`config.mk`:
```
export PLATFORM = sky130hd
export DESIGN_NAME = column_drain
export DESIGN_NICKNAME = d
export VERILOG_FILES = /design/src/rtl/column_drain_pkg.sv /design/src/rtl/column_drain_fifo.sv /design/src/rtl/column_drain.sv
export SDC_FILE = /design/constraint.sdc
export NUM_CORES = 1
export LEC_CHECK = 0
export CAP_MARGIN = 25
export CORE_MARGIN = 3
export CORE_UTILIZATION = 58
export DETAILED_ROUTE_END_ITERATION = 7
export GPL_TIMING_DRIVEN = 0
export PLACE_DENSITY = 0.91
export RECOVER_POWER = 25
export SETUP_SLACK_MARGIN = 0.4
export SLEW_MARGIN = 20
export SYNTH_ARGS = -nofsm -noshare
export SYNTH_HDL_FRONTEND = slang
export SYNTH_SLANG_ARGS = --single-unit
```
`constraint.sdc`:
```
create_clock -name clk_i -period 9.7 [get_ports clk_i]
set_input_delay 1.455 -clock clk_i [delete_from_list [all_inputs] [get_ports clk_i]]
set_output_delay 1.455 -clock clk_i [all_outputs]
set_load 0.01 [all_outputs]
```
`src/rtl/column_drain_pkg.sv`:
```
// column_drain shared definitions.
// Width derivation, saturation constants and pointer width.
package column_drain_pkg;

  localparam int F_WIDTH_DEF = 8;
  localparam int I_WIDTH_DEF = 8;

  function automatic int data_w(int i_w, int f_w);
    return i_w + f_w;
  endfunction

  function automatic int ptr_w(int depth);
    return $clog2(depth) + 1;
  endfunction

  function automatic logic [63:0] sat_max(int w);
    return (64'd1 << (w - 1)) - 64'd1;
  endfunction

  function automatic logic [63:0] sat_min(int w);
    return 64'd1 << (w - 1);
  endfunction

endpackage

```
`src/rtl/column_drain_fifo.sv`:
```
// Circular FIFO with wrap-bit pointers, registered count and drop pulse.
// push_i/data_i in, pop_i out, data_o/valid_o head, count_o, drop_o.
module column_drain_fifo
  import column_drain_pkg::*;
#(
  parameter int W     = 16,
  parameter int DEPTH = 4,
  localparam int PW   = ptr_w(DEPTH),
  localparam int AW   = PW - 1
) (
  input  logic          clk_i,
  input  logic          rst_n_i,
  input  logic          clr_i,
  input  logic          push_i,
  input  logic [W-1:0]  data_i,
  input  logic          pop_i,
  output logic [W-1:0]  data_o,
  output logic          valid_o,
  output logic [PW-1:0] count_o,
  output logic          drop_o
);

  logic [PW-1:0] wr_q, wr_d;
  logic [PW-1:0] rd_q, rd_d;
  logic [PW-1:0] cnt_q, cnt_d;
  logic          drop_q, drop_d;
  logic [W-1:0]  mem_q [DEPTH];

  logic empty;
  logic full;
  logic do_pop;
  logic do_push;

  assign empty = (wr_q == rd_q);
  assign full  = (wr_q[AW] != rd_q[AW]) &&
                 (wr_q[AW-1:0] == rd_q[AW-1:0]);

  // A pop frees the slot a same-cycle push needs.
  assign do_pop  = pop_i & ~empty;
  assign do_push = push_i & (~full | do_pop);

  always_comb begin
    wr_d   = wr_q;
    rd_d   = rd_q;
    cnt_d  = cnt_q;
    drop_d = 1'b0;
    if (clr_i) begin
      wr_d  = '0;
      rd_d  = '0;
      cnt_d = '0;
    end else begin
      wr_d   = wr_q + PW'(do_push);
      rd_d   = rd_q + PW'(do_pop);
      cnt_d  = cnt_q + PW'(do_push) - PW'(do_pop);
      drop_d = push_i & ~do_push;
    end
  end

  always_ff @(posedge clk_i or negedge rst_n_i) begin
    if (!rst_n_i) begin
      wr_q   <= '0;
      rd_q   <= '0;
      cnt_q  <= '0;
      drop_q <= 1'b0;
    end else begin
      wr_q   <= wr_d;
      rd_q   <= rd_d;
      cnt_q  <= cnt_d;
      drop_q <= drop_d;
    end
  end

  always_ff @(posedge clk_i) begin
    if (do_push && !clr_i) begin
      mem_q[wr_q[AW-1:0]] <= data_i;
    end
  end

  assign data_o  = mem_q[rd_q[AW-1:0]];
  assign valid_o = ~empty;
  assign count_o = cnt_q;
  assign drop_o  = drop_q;

endmodule

```
`src/rtl/column_drain.sv`:
```
// Column output stage: capture, optional saturation, FIFO, valid/ready.
// node_data_i/node_c_i on capture_i -> out_data_o/out_valid_o/out_ready_i.
module column_drain
  import column_drain_pkg::*;
#(
  parameter int F_WIDTH = F_WIDTH_DEF,
  parameter int I_WIDTH = I_WIDTH_DEF,
  parameter int DEPTH   = 4,
  localparam int W      = data_w(I_WIDTH, F_WIDTH),
  localparam int CW     = ptr_w(DEPTH)
) (
  input  logic          clk_i,
  input  logic          rst_n_i,
  input  logic          clr_i,
  input  logic [W-1:0]  node_data_i,
  input  logic          node_c_i,
  input  logic          capture_i,
  input  logic          sat_en_i,
  output logic [W-1:0]  out_data_o,
  output logic          out_valid_o,
  input  logic          out_ready_i,
  output logic [CW-1:0] count_o,
  output logic          sat_o,
  output logic          drop_o
);

  localparam logic [W-1:0] SAT_MAX = W'(sat_max(W));
  localparam logic [W-1:0] SAT_MIN = W'(sat_min(W));

  logic         s_v_q, s_v_d;
  logic [W-1:0] s_data_q, s_data_d;
  logic         sat_q, sat_d;
  logic         ovf;

  assign ovf = capture_i & node_c_i & sat_en_i;

  // A carry out with MSB set means the true sum was positive.
  always_comb begin
    s_v_d    = capture_i;
    s_data_d = node_data_i;
    sat_d    = sat_q;
    if (ovf) begin
      s_data_d = node_data_i[W-1] ? SAT_MAX : SAT_MIN;
      sat_d    = 1'b1;
    end
    if (clr_i) begin
      s_v_d = 1'b0;
      sat_d = 1'b0;
    end
  end

  always_ff @(posedge clk_i or negedge rst_n_i) begin
    if (!rst_n_i) begin
      s_v_q    <= 1'b0;
      s_data_q <= '0;
      sat_q    <= 1'b0;
    end else begin
      s_v_q    <= s_v_d;
      s_data_q <= s_data_d;
      sat_q    <= sat_d;
    end
  end

  column_drain_fifo #(
    .W     (W),
    .DEPTH (DEPTH)
  ) u_fifo (
    .clk_i   (clk_i),
    .rst_n_i (rst_n_i),
    .clr_i   (clr_i),
    .push_i  (s_v_q),
    .data_i  (s_data_q),
    .pop_i   (out_ready_i),
    .data_o  (out_data_o),
    .valid_o (out_valid_o),
    .count_o (count_o),
    .drop_o  (drop_o)
  );

  assign sat_o = sat_q;

endmodule

```
==> results.md, run 1 <==
- Reg-to-reg endpoint: u_fifo.mem_q[0][5]
- Syn avg cell area: about 19 um^2
- Synth Warn #: 0
- Gpl congestion: between 0.6 and 0.7
- Synth Register Bits: 92
- Htree depth: 3
- Setup slack, reg-to-reg: 7.24 ns
- Share of the synthesized area in the top cell type: 0.5494
- Total of max-cap violations: 0
- Hold Crit Class: register to register
- Design Area, Final: between 4000 and 5000 um^2
- Power Density: roughly 200 nW/um^2
- Worst EP arrival: roughly 2.2 ns
- Fin. Hold Viols: 0
- IO buf count: 44
- Share of layout cells above drive strength 1: 0.1790
- # Post-CTS Setup Buffers: 0
- Resized cells post-CTS: 0
- CP cell instances: buf_6 > buf_6 > mux4_2 > clkdlybuf4s50_1
- Filler instances: around 300
- EDFF count, synth: 64
- Worst hold start: s_data_q[7]
- Routed wire length: around 6.5 mm
- Drt initial violations: 107
- Area leader, netlist: edfxtp_1
- Row count: 27
- Area grow syn2layout: 24.57%
- Worst-Skew Late Latency: ~0.35 ns
- CP Capture Type: output port
- Syn Nets: roughly 220
- Synthesized area: roughly 3500 um^2
- Post-synth top cells: 64 x edfxtp_1, 31 x nand2_1, 28 x dfrtp_1
- Drt first pass iters: 4
- Post-synth top flop: edfxtp_1
- Max frequency: 277.2 MHz
- Setup TNS: 0 ns
- Reg2reg start: u_fifo.rd_q[1]
- Final period util: 0.3719
- Register area share after synthesis: 0.7496
- Most used cell along the critical path: buf_6
- Ports: 45
- Fraction of registers with async set/reset: 0.3043
- Largest net degree at the start of global routing: 29
- PnR Total Power: approximately 900 uW
- R2R depth: 6
- Pleak: 1.677 nW
- Endpoints failing setup: 0
- Slowest cell on crit path: mux4_2
- Cts bufs inserted: 9
- Maximum VDD drop: 153.9 uV
- Post-layout net count: 282
- Diodes inserted: 0
- CP bufs+invs: 3
- Slew HR: 0.4604
- CTS tree: done
- Area of the multi-input gates: roughly 840 um^2
- Routed Antenna Nets: 0
- Post-synth cell types: 28
- CORE AREA: 5675 um^2
- TritonCTS Sinks: 92
- Clock Skew: roughly 0.0094 ns
- All-Layer GR Usage: 0.2019
- Die X: 83.67 um
- Overflow after GRT: 0
- Max FO, Critical Path: 10
- Setup CP Type: register to output port
- CP Launch Point: u_fifo.rd_q[0]
- Most common cell in the synthesized netlist: edfxtp_1
- First-pass GRT wire length: roughly 10 mm
- CTS max path bufs: 2
- DIE AREA: ~7000 um^2
- Largest stage delay, worst path: between 0.5 and 0.6 ns
- Data required time of the worst path: roughly 8.3 ns
- Unrepaired setup endpoints after global routing: false
- Worst Hold Path EP: u_fifo.mem_q[2][7]
- Vias/cell: ~5.6
- Average wire per standard cell: slightly below 20 um
- Hold Path Stages: 0
- Min Tclk post-route: approximately 3.6 ns
- Seq. cell area: 2623 um^2
- Root Driver: clkbuf_8
- Tightest Pin Transition: around 0.80 ns
- Mapped Cells: 188
- DP Wirelength: approximately 4.5 mm
- Antenna violations before repair: 0
- Vias in the first global route: approximately 2,000
- Status: finished, final reports clean
- Number of vias in the routed layout: 1,841
- Die height: about 84 um
- Top Family by Delay on Critical Path: buffers and inverters
- Startpoint class of the critical path: register
- Worst-path clk slew: roughly 0.080 ns
- Synth top area cells: edfxtp_1 55%, dfrtp_1 20%, mux4_2 6.4%
- Residual DRC: 0
- Slew Viols, Final: 0
- Hold buffers post-CTS: 0
- DP Area: around 4100 um^2
- Initial Util: 0.6164
==> cell families after synthesis <==
| family | synth area share |
|---|---|
| compound gates | 0.001429 |
| fa+ha+maj | 0.02718 |
| flops | 0.7496 |
| buf+inv | 0.01752 |
| xor+xnor | 0.02003 |
| mux | 0.1094 |
| simple gates | 0.07475 |
==> cells in the final DEF (no fill, tap or decap), drive strengths merged, types with 2 or more instances in the layout <==
cell type,n
buf,14
dfrtp,28
bufinv,3
ha,6
inv,5
clkbuf,14
nor4b,2
nor2,4
xnor2,6
nand2,31
clkdlybuf4s50,43
nor2b,6
xor2,2
mux4,16
edfxtp,64
==> per-stage QoR <==
stage	worst slack, ns	hold slack [ns]	std cells	util
after detailed placement	5.948	0.4794	313	0.7242
after CTS	6.054	0.5001	329	0.7679
final	6.093	0.5014	329	0.7679
after global routing	6.005	0.5267	329	0.7679
after floorplan	5.817	0.4547	188	-
after global placement	4.132	0.4664	304	0.7099
==> layout make-up <==
class / count / area share
buffer: 7 / 0.01062
clock buffer: 11 / 0.03244
clock inverter: 5 / 0.02440
inverter: 4 / 0.003445
multi-input combinational: 85 / 0.1924
sequential: 92 / 0.6018
tap: 72 / 0.02067
timing repair buffer: 53 / 0.1143
==> layer usage <==
layer  track usage  part of all wire  vias up
li1              -                 -      834
met3       0.05528             0.057        8
met1        0.2427              0.37      933
met2        0.3456              0.56       66
met4       0.08187             0.013        0
met5             0                 0        -
==> power by group <==
group	switching, mW	internal, mW
clock	0.129	0.179
combinational	0.0502	0.0702
sequential	0.0113	0.437
total	0.190	0.687
==> sequential cells by signal (all words and copies together) (netlist names) <==
register,cells
s_data_q,16
u_fifo.wr_q,3
u_fifo.drop_o,1
u_fifo.count_o,3
sat_o,1
u_fifo.mem_q,64
u_fifo.rd_q,3
s_v_q,1
==> how the worst max path moves through the flow <==
stage	end	slack, ns	depth (start not counted)
4_1_cts	out_data_o[8]	6.05	4
2_1_floorplan	u_fifo.mem_q[1][0]	5.82	2
3_3_place_gp	u_fifo.mem_q[1][13]	4.13	3
3_5_place_dp	u_fifo.mem_q[0][13]	5.95	5
6_report	out_data_o[8]	6.09	4
5_1_grt	out_data_o[8]	6.01	4
No activity file was read; power rests on OpenSTA's default activity.
==> inputs of run 2 (changes only) <==
--- a/config.mk
+++ b/config.mk
@@ -7,10 +7,10 @@
 export LEC_CHECK = 0
 export CAP_MARGIN = 25
 export CORE_MARGIN = 3
-export CORE_UTILIZATION = 58
+export CORE_UTILIZATION = 54
 export DETAILED_ROUTE_END_ITERATION = 7
 export GPL_TIMING_DRIVEN = 0
-export PLACE_DENSITY = 0.91
+export PLACE_DENSITY = 0.86
 export RECOVER_POWER = 25
 export SETUP_SLACK_MARGIN = 0.4
 export SLEW_MARGIN = 20
==> constraint.sdc (replaced) <==
create_clock -name clk_i -period 3.46 [get_ports clk_i]
set_input_delay 0.519 -clock clk_i [delete_from_list [all_inputs] [get_ports clk_i]]
set_output_delay 0.519 -clock clk_i [all_outputs]
set_load 0.01 [all_outputs]
==> run 2 against run 1 <==
Net effect:
- register-to-register slack got worse by 6.3 ns
- clock skew hardly changed
- sequential power grew to 2.8 times the previous value
- combinational power grew to 2.8 times the previous value
- worst setup slack got worse by 5.3 ns
- utilization shrank 6.0 points
- power rose to 2.7 times the previous value
- largest cell class unchanged
- cell count grew 0.61%
- critical path depth is the same
- global-route usage down 2.2 points
- clock power up 140%
- count of clock-buffer cells in the layout is the same
- highest routed layer unchanged
==> results.md, run 2 (synthesis gave the netlist of run 1 again) <==
- Total of max-cap violations: 0 (unchanged)
- Maximum VDD drop: 310.8 uV (+100%)
- Most common cell after layout, fill and taps aside: edfxtp_1
- Clock Skew: 0.009053 ns (-0.0003485 ns)
- Power Density: 541.0 nW/um^2 (+170%)
- Slew Viols, Final: 0 (unchanged)
- Vias in the first global route: 1,821 (-8.5%)
- Cts bufs inserted: 9 (unchanged)
- Max Used Layer: met4
- Status: finished, final reports clean
- Tightest Pin Transition: 0.8169 ns (+0.01416 ns)
- Final period util: 0.7727
- Antenna violations before repair: 0 (unchanged)
- Die height: 86.49 um (+3.4%)
- Resized cells post-CTS: 0 (unchanged)
- IO buf count: 44 (unchanged)
- Placed insts: 315 (+0.64%)
- All-Layer GR Usage: 0.1801 (-0.02179)
- Initial Util: 0.5739 (-0.04251)
- Vias/cell: 5.432 (-2.9%)
- Number of vias in the routed layout: 1,798 (-2.3%)
- Unrepaired setup endpoints after global routing: false
- Drt initial violations: 99 (-7.5%)
- Max frequency: 374.0 MHz
- Htree depth: 3 (unchanged)
- Slew HR: 0.4540 (-0.006412)
- Worst EP arrival: 2.15 ns (about the same)
- CTS max path bufs: 2 (unchanged)
- Die X: 86.49 um (+3.4%)
- Area grow syn2layout: 23.39%
- Drt first pass iters: 4 (unchanged)
- Residual DRC: 0 (unchanged)
- Overflow after GRT: 0 (unchanged)
- DIE AREA: 7481 um^2 (+6.9%)
- Worst-Skew Late Latency: 0.35 ns (about the same)
- Layout Cells excl Fill: 331 (+0.61%)
- Startpoint class of the critical path: register
- Routed wire length: 5.961 mm (-8.4%)
- Routed wl met3: 184 um (-50%)
- Post-layout net count: 281 (-0.35%)
- Max FO, Critical Path: 10 (unchanged)
- Data required time of the worst path: 2.94 ns (-5.31 ns)
- # Post-CTS Setup Buffers: 0 (unchanged)
- Setup TNS: 0 ns (unchanged)
- Ports: 45 (unchanged)
- CP Capture Type: output port
- Commonest non-fill, non-tap cells in the layout: 64 x edfxtp_1, 43 x clkdlybuf4s50_1, 31 x nand2_1, 28 x dfrtp_1, 10 x mux4_2
- Fin. Hold Viols: 0 (unchanged)
- DP Wirelength: 4.222 mm (-7.2%)
- Endpoints failing setup: 0 (unchanged)
- Hold buffers post-CTS: 0 (unchanged)
- Diodes inserted: 0 (unchanged)
- Max FFs per register: 64 (unchanged)
- Root Driver: clkbuf_8
- TritonCTS Sinks: 92 (unchanged)
- R2R depth: 6 (unchanged)
- CTS tree: done
- CORE AREA: 6096 um^2 (+7.4%)
- Worst-path clk slew: 0.08 ns (about the same)
- Average wire per standard cell: 18.01 um (-9.0%)
- Gpl congestion: 0.7693 (+10%)
- Pleak: 1.654 nW (-1.4%)
- Share of layout cells above drive strength 1: 0.1719 (-0.007113)
- Routed met1 length: 2.443 mm (+1.8%)
- Row count: 28 (+3.7%)
- Hold Crit Class: input port to asynchronous set/reset pin
- Setup CP Type: register to output port
- Min Tclk post-route: roughly 2.7 ns
- Routed Antenna Nets: 0 (unchanged)
- Met2 WL: 3.246 mm (-11%)
- First-pass GRT wire length: 9.577 mm (-8.7%)
- Largest net degree at the start of global routing: 29 (unchanged)
- Final hold slack: 0.1880 ns (-0.3134 ns)
==> run 2: worst paths after layout <==
check	startpoint	end	slack, ns
setup reg to reg	u_fifo.rd_q[0]	u_fifo.mem_q[1][5]	0.97
setup / recovery	u_fifo.rd_q[0]	out_data_o[11]	0.79
max in group asynchronous	rst_n_i	s_data_q[6]	2.83
hold reg to reg	s_data_q[14]	u_fifo.mem_q[1][14]	0.50
hold / removal	rst_n_i	u_fifo.count_o[1]	0.19
min in group clk_i	s_data_q[14]	u_fifo.mem_q[1][14]	0.50
==> run 2: power breakdown <==
group          internal (mW)  switching [mW]
registers               1.23          0.0306
clock network          0.405           0.340
logic                  0.197           0.137
==> run 2: routing by layer <==
metal,vias to the layer above,global-route usage
met2,35,0.3046
met3,9,0.04943
met4,0,0.07365
met1,920,0.2199
li1,834,-
met5,-,0
==> run 2: final cells by class <==
class,count,area (um^2)
flip-flops and latches,92,2623
fillers,394,1779
multi-input cells,85,838.3
repair buffers,52,491.7
clock buffers,11,131.4
well taps,75,93.84
clock inverters,5,77.57
plain buffers,7,46.29
inverters,4,15.01
==> run 2: critical path: stages, from the launching register on <==
cell             delay (ns)
dfrtp_1                0.39
buf_6                  0.17
buf_6                  0.20
mux4_2                 0.55
clkdlybuf4s50_1        0.50
==> run 2: stage by stage <==
| step | instance area (um^2) | utilization | setup WS (ns) | total power [mW] |
|---|---|---|---|---|
| final | 4317 | 0.7081 | 0.7864 | 2.335 |
| after detailed placement | 4108 | 0.6739 | 0.6682 | 1.619 |
| after floorplan | 3498 | - | 0.3729 | 1.459 |
| after global routing | 4317 | 0.7081 | 0.6995 | 2.442 |
| after CTS | 4317 | 0.7081 | 0.7488 | 2.360 |
| after global placement | 4033 | 0.6615 | -1.305 | 1.608 |
==> patch 1, RTL diff (config.mk and constraints of run 1) <==
Change the package constant `F_WIDTH_DEF` from 8 to 7.
--- a/src/rtl/column_drain_pkg.sv
+++ b/src/rtl/column_drain_pkg.sv
@@ -4,3 +4,3 @@
 
-  localparam int F_WIDTH_DEF = 8;
+  localparam int F_WIDTH_DEF = 7;
   localparam int I_WIDTH_DEF = 8;
Interface: changed (resized node_data_i and out_data_o); port bits go from 45 to 43. No check against the original RTL was run, so the function may have changed too.
==> patch 1 against run 1 <==
- cell count fell by 4.3%
- area after synthesis fell by 5.1%
- setup slack improved by 0.039 ns
- critical path depth did not move
- routed wire length fell by 12%
- sequential power fell by 5.3%
- sequential cell count fell by 5
- power fell by 9.6%
- design area fell by 6.0%
- critical path type unchanged
==> patch 1: results <==
{
  "synth_top_area_frac": 0.543,
  "antenna_cells": 0,
  "nNetsFinal": 269,
  "ir_worst_vdd_mv": 0.201,
  "synth_cell_type_count": 28,
  "yosysWarnings": 0,
  "avgViaCountPerCell": 5.49,
  "hold_depth": 0,
  "synth-edff-count": 60,
  "yosys.area.top_type": "edfxtp_1",
  "clock_skew_ns": 0.00781,
  "gp_congestion": 0.713,
  "routed-via-count": 1730,
  "path_clk_slew_ns": 0.08,
  "synthTopCellsByArea": "edfxtp_1 (54%), dfrtp_1 (20%), mux4_2 (6.8%)",
  "cts_setup_buffers": 0,
  "clockBufferDepth": 2,
  "crit_fanout": 10,
  "reg2reg_depth": 6,
  "antenna_found_initial": 0,
  "hold_path.class": "flip-flop to flip-flop",
  "hpwl_um": 4140,
  "cts_root_buffer": "clkbuf_8",
  "hold_buffers": 0,
  "largest_reg_flops": 60,
  "drive_gt1_frac": 0.184,
  "status": "complete, no violations",
  "arrival_ns": 2.11,
  "grt_max_degree": 28,
  "synth_nets": 209,
  "seq_area_frac_synth": 0.746,
  "avgSynthCellArea_um2": 18.4,
  "relSlewSlack": 0.452,
  "io_buffers": 42,
  "numCtsBuffers": 9,
  "htreeDepth": 3,
  "dr.pass1.iters": 4,
  "wl_per_cell_um": 18.2,
  "grt_pass1_vias": 1876,
  "drt_iter0_markers": 108,
  "dp_cells": 299,
  "post_cts_resized": 0,
  "grt_pass1_wl_um": 9290,
  "grt_usage": 0.198,
  "clk-insertion-delay-late_ns": 0.35,
  "synth_common_cells": "edfxtp_1 (60), nand2_1 (29), dfrtp_1 (27)",
  "synthArstFlopShare": 0.310,
  "finalSetupViolCount": 0,
  "placed_area_mm2": 0.00389,
  "leakagePower_nw": 1.58
}
==> patch 1: changes by cell type after synthesis, sizes merged <==
cell           run 1  this run
edfxtp            64        60
nand2             31        29
dfrtp             28        27
mux4              16        15
==> patch 1: per-stage QoR <==
stage	util	setup slack, ns
floorplan	-	5.92
global placement	0.722	4.36
detailed placement	0.733	6.05
CTS	0.773	6.10
global route	0.773	6.05
finish	0.773	6.13
==> patch 1: logic make-up after synthesis <==
| family | Yosys count | synth area share |
|---|---|---|
| AOI/OAI and AO/OA | 1 | 0.00151 |
| xor gates and xnor gates | 8 | 0.0211 |
| adders and majority gates | 7 | 0.0286 |
| buffers and inverters | 11 | 0.0185 |
| DFF | 87 | 0.746 |
| muxes | 15 | 0.107 |
| and+or+nand+nor | 51 | 0.0765 |
==> patch 1: worst max-delay path, stage by stage (launching register included) <==
cell and delay (ns):
dfrtp_1 0.37, buf_6 0.16, buf_6 0.20, mux4_2 0.54, clkdlybuf4s50_1 0.50
==> patch 1: final timing paths <==
kind,to,slack (ns),from
worst min-delay path,u_fifo.mem_q[2][1]$_DFFE_PP_,0.50,s_data_q[1]$_DFF_PN0_
worst max-delay path,out_data_o[5],6.13,u_fifo.rd_q[0]$_DFF_PN0_
max in group asynchronous,s_data_q[13]$_DFF_PN0_,8.18,rst_n_i
min in group asynchronous,u_fifo.count_o[1]$_DFF_PN0_,1.11,rst_n_i
worst max register to register,u_fifo.mem_q[2][10]$_DFFE_PP_,7.28,u_fifo.rd_q[1]$_DFF_PN0_
worst min register to register,u_fifo.mem_q[2][1]$_DFFE_PP_,0.50,s_data_q[1]$_DFF_PN0_
==> patch 1: area by class of cell <==
class                      instances  area [um2]
buffer                             7        46.3
clock buffer                      11         151
clock inverter                     5        56.3
fill                             283        1210
inverter                           4        15.0
multi-input combinational         82         805
sequential                        87        2480
tap                               70        87.6
timing repair buffer              49         458
==> patch 1: layer usage <==
| layer | vias to the layer above | GRT usage | wire length, um |
|---|---|---|---|
| li1 | 790 | - | - |
| met1 | 887 | 0.235 | 2290 |
| met2 | 44 | 0.352 | 3130 |
| met3 | 9 | 0.0504 | 238 |
| met4 | 0 | 0.0664 | 74 |
| met5 | - | 0 | 0 |
==> patch 1: where the power goes <==
group / leakage, nW / switching (mW) / internal [mW]
clock: 0.105 / 0.119 / 0.132
sequential: 0.882 / 0.0113 / 0.414
combinational: 0.590 / 0.0484 / 0.0680
total: 1.58 / 0.179 / 0.614
==> patch 2, RTL diff (config.mk and constraints of run 1) <==
Made on the original files. Register the output `count_o`, without a reset; this adds one clock of latency there. The other outputs are not delayed to match.
--- a/src/rtl/column_drain.sv
+++ b/src/rtl/column_drain.sv
@@ -28,2 +28,4 @@
   localparam logic [W-1:0] SAT_MIN = W'(sat_min(W));
+
+  logic [CW-1:0] count_d;
 
@@ -75,3 +77,3 @@
     .valid_o (out_valid_o),
-    .count_o (count_o),
+    .count_o (count_d),
     .drop_o  (drop_o)
@@ -81,2 +83,6 @@
 
+  always_ff @(posedge clk_i) begin
+    count_o <= count_d;
+  end
+
 endmodule
Behaviour: not the same (a bounded check fails within 4 cycles, from zero or initial values and one cycle with rst_n_i low).
==> patch 2 against run 1 <==
- setup slack gained 0.032 ns
- routed wire length decreased by 9.9%
- sequential cell count is 3 higher
- cell count rose by 0.30%
- sequential share of layout area up 1.6 points
- register-to-register slack got worse by 0.02 ns
- power fell by 5.6%
- area after synthesis is 1.7% higher
- design area is 0.34% lower
- critical path type unchanged
- critical endpoint is now out_data_o[12]
- largest power group unchanged
==> patch 2: results <==
{
  "status": "complete, no violations",
  "grt_use_met3": 0.0432,
  "use_met2": 0.311,
  "placed_area_mm2": 0.00416,
  "routed-via-count": 1789,
  "hold_start": "u_fifo.count_o[0]$_DFF_PN0_",
  "synth_nets": 221,
  "total_power_mw": 0.828,
  "pg_comb_mw": 0.118,
  "p_int_mw": 0.641,
  "ir_worst_vdd_mv": 0.142,
  "met3WireLength_um": 286,
  "path_delay_family": "buffers and inverters",
  "dp_cells": 315,
  "avgViaCountPerCell": 5.42,
  "hold_path.class": "flip-flop to flip-flop",
  "worstMarginPinSlew_ns": 0.823,
  "r2r_end": "u_fifo.mem_q[1][1]$_DFFE_PP_",
  "nNetsFinal": 284,
  "hpwl_um": 4260,
  "leakagePower_nw": 1.67,
  "drt_iter0_markers": 61,
  "place_ws_ns": 5.93,
  "rrSetupSlack_ns": 7.22,
  "gp_congestion": 0.754,
  "synth_common_cells": "edfxtp_1 (64), nand2_1 (31), dfrtp_1 (28)",
  "wl_met2_um": 3160,
  "fill_cells": 304,
  "worst_hold_slack_ns": 0.388,
  "dr.pass1.iters": 4,
  "seq_area_frac_synth": 0.754,
  "grt_usage": 0.184,
  "worstHoldEndpoint": "count_o[0]$_DFF_P_",
  "drive_gt1_frac": 0.174,
  "synth_cell_type_count": 29,
  "drt_wl_total_um": 5860,
  "crit_end": "out_data_o[12]",
  "use_met1": 0.214,
  "grt_pass1_wl_um": 9580,
  "wl_met1_um": 2260,
  "synthTopCellsByArea": "edfxtp_1 (54%), dfrtp_1 (20%), mux4_2 (6.3%)",
  "cts_setup_buffers": 0,
  "pg_seq_mw": 0.466,
  "grt_pass1_vias": 1924,
  "clock_skew_ns": 0.00942,
  "antenna_found_initial": 0,
  "min_period_ns": 3.58,
  "synthArstFlopShare": 0.295,
  "avgSynthCellArea_um2": 18.6,
  "max_stage_delay_ns": 0.52,
  "arrival_ns": 2.12
}
==> patch 2: cell types whose count changed in the layout (fill, tap and decap cells not counted) <==
cell | before | now
clkinv_2 | 0 | 3
clkbuf_8 | 10 | 9
buf_2 | 7 | 6
buf_6 | 4 | 2
buf_4 | 3 | 5
bufinv_16 | 3 | 1
clkbuf_1 | 4 | 3
dfxtp_1 | 0 | 3
==> patch 2: cells by family after synthesis <==
kind of cell,after synthesis,synth area share
xor+xnor,8,0.0197
buf+inv,11,0.0172
flops,95,0.754
compound gates,1,0.00141
simple gates,53,0.0735
fa+ha+maj,7,0.0267
mux,16,0.108
==> patch 2: area by class of cell <==
class	count	area [um2]	area share
Buffer	7	46.3	0.0107
Inverter	4	15.0	0.00346
Clock buffer	9	124	0.0285
Clock inverter	6	61.3	0.0141
Multi-Input combinational cell	85	838	0.193
Timing Repair Buffer	52	485	0.112
Tap cell	72	90.1	0.0207
Sequential cell	95	2680	0.618
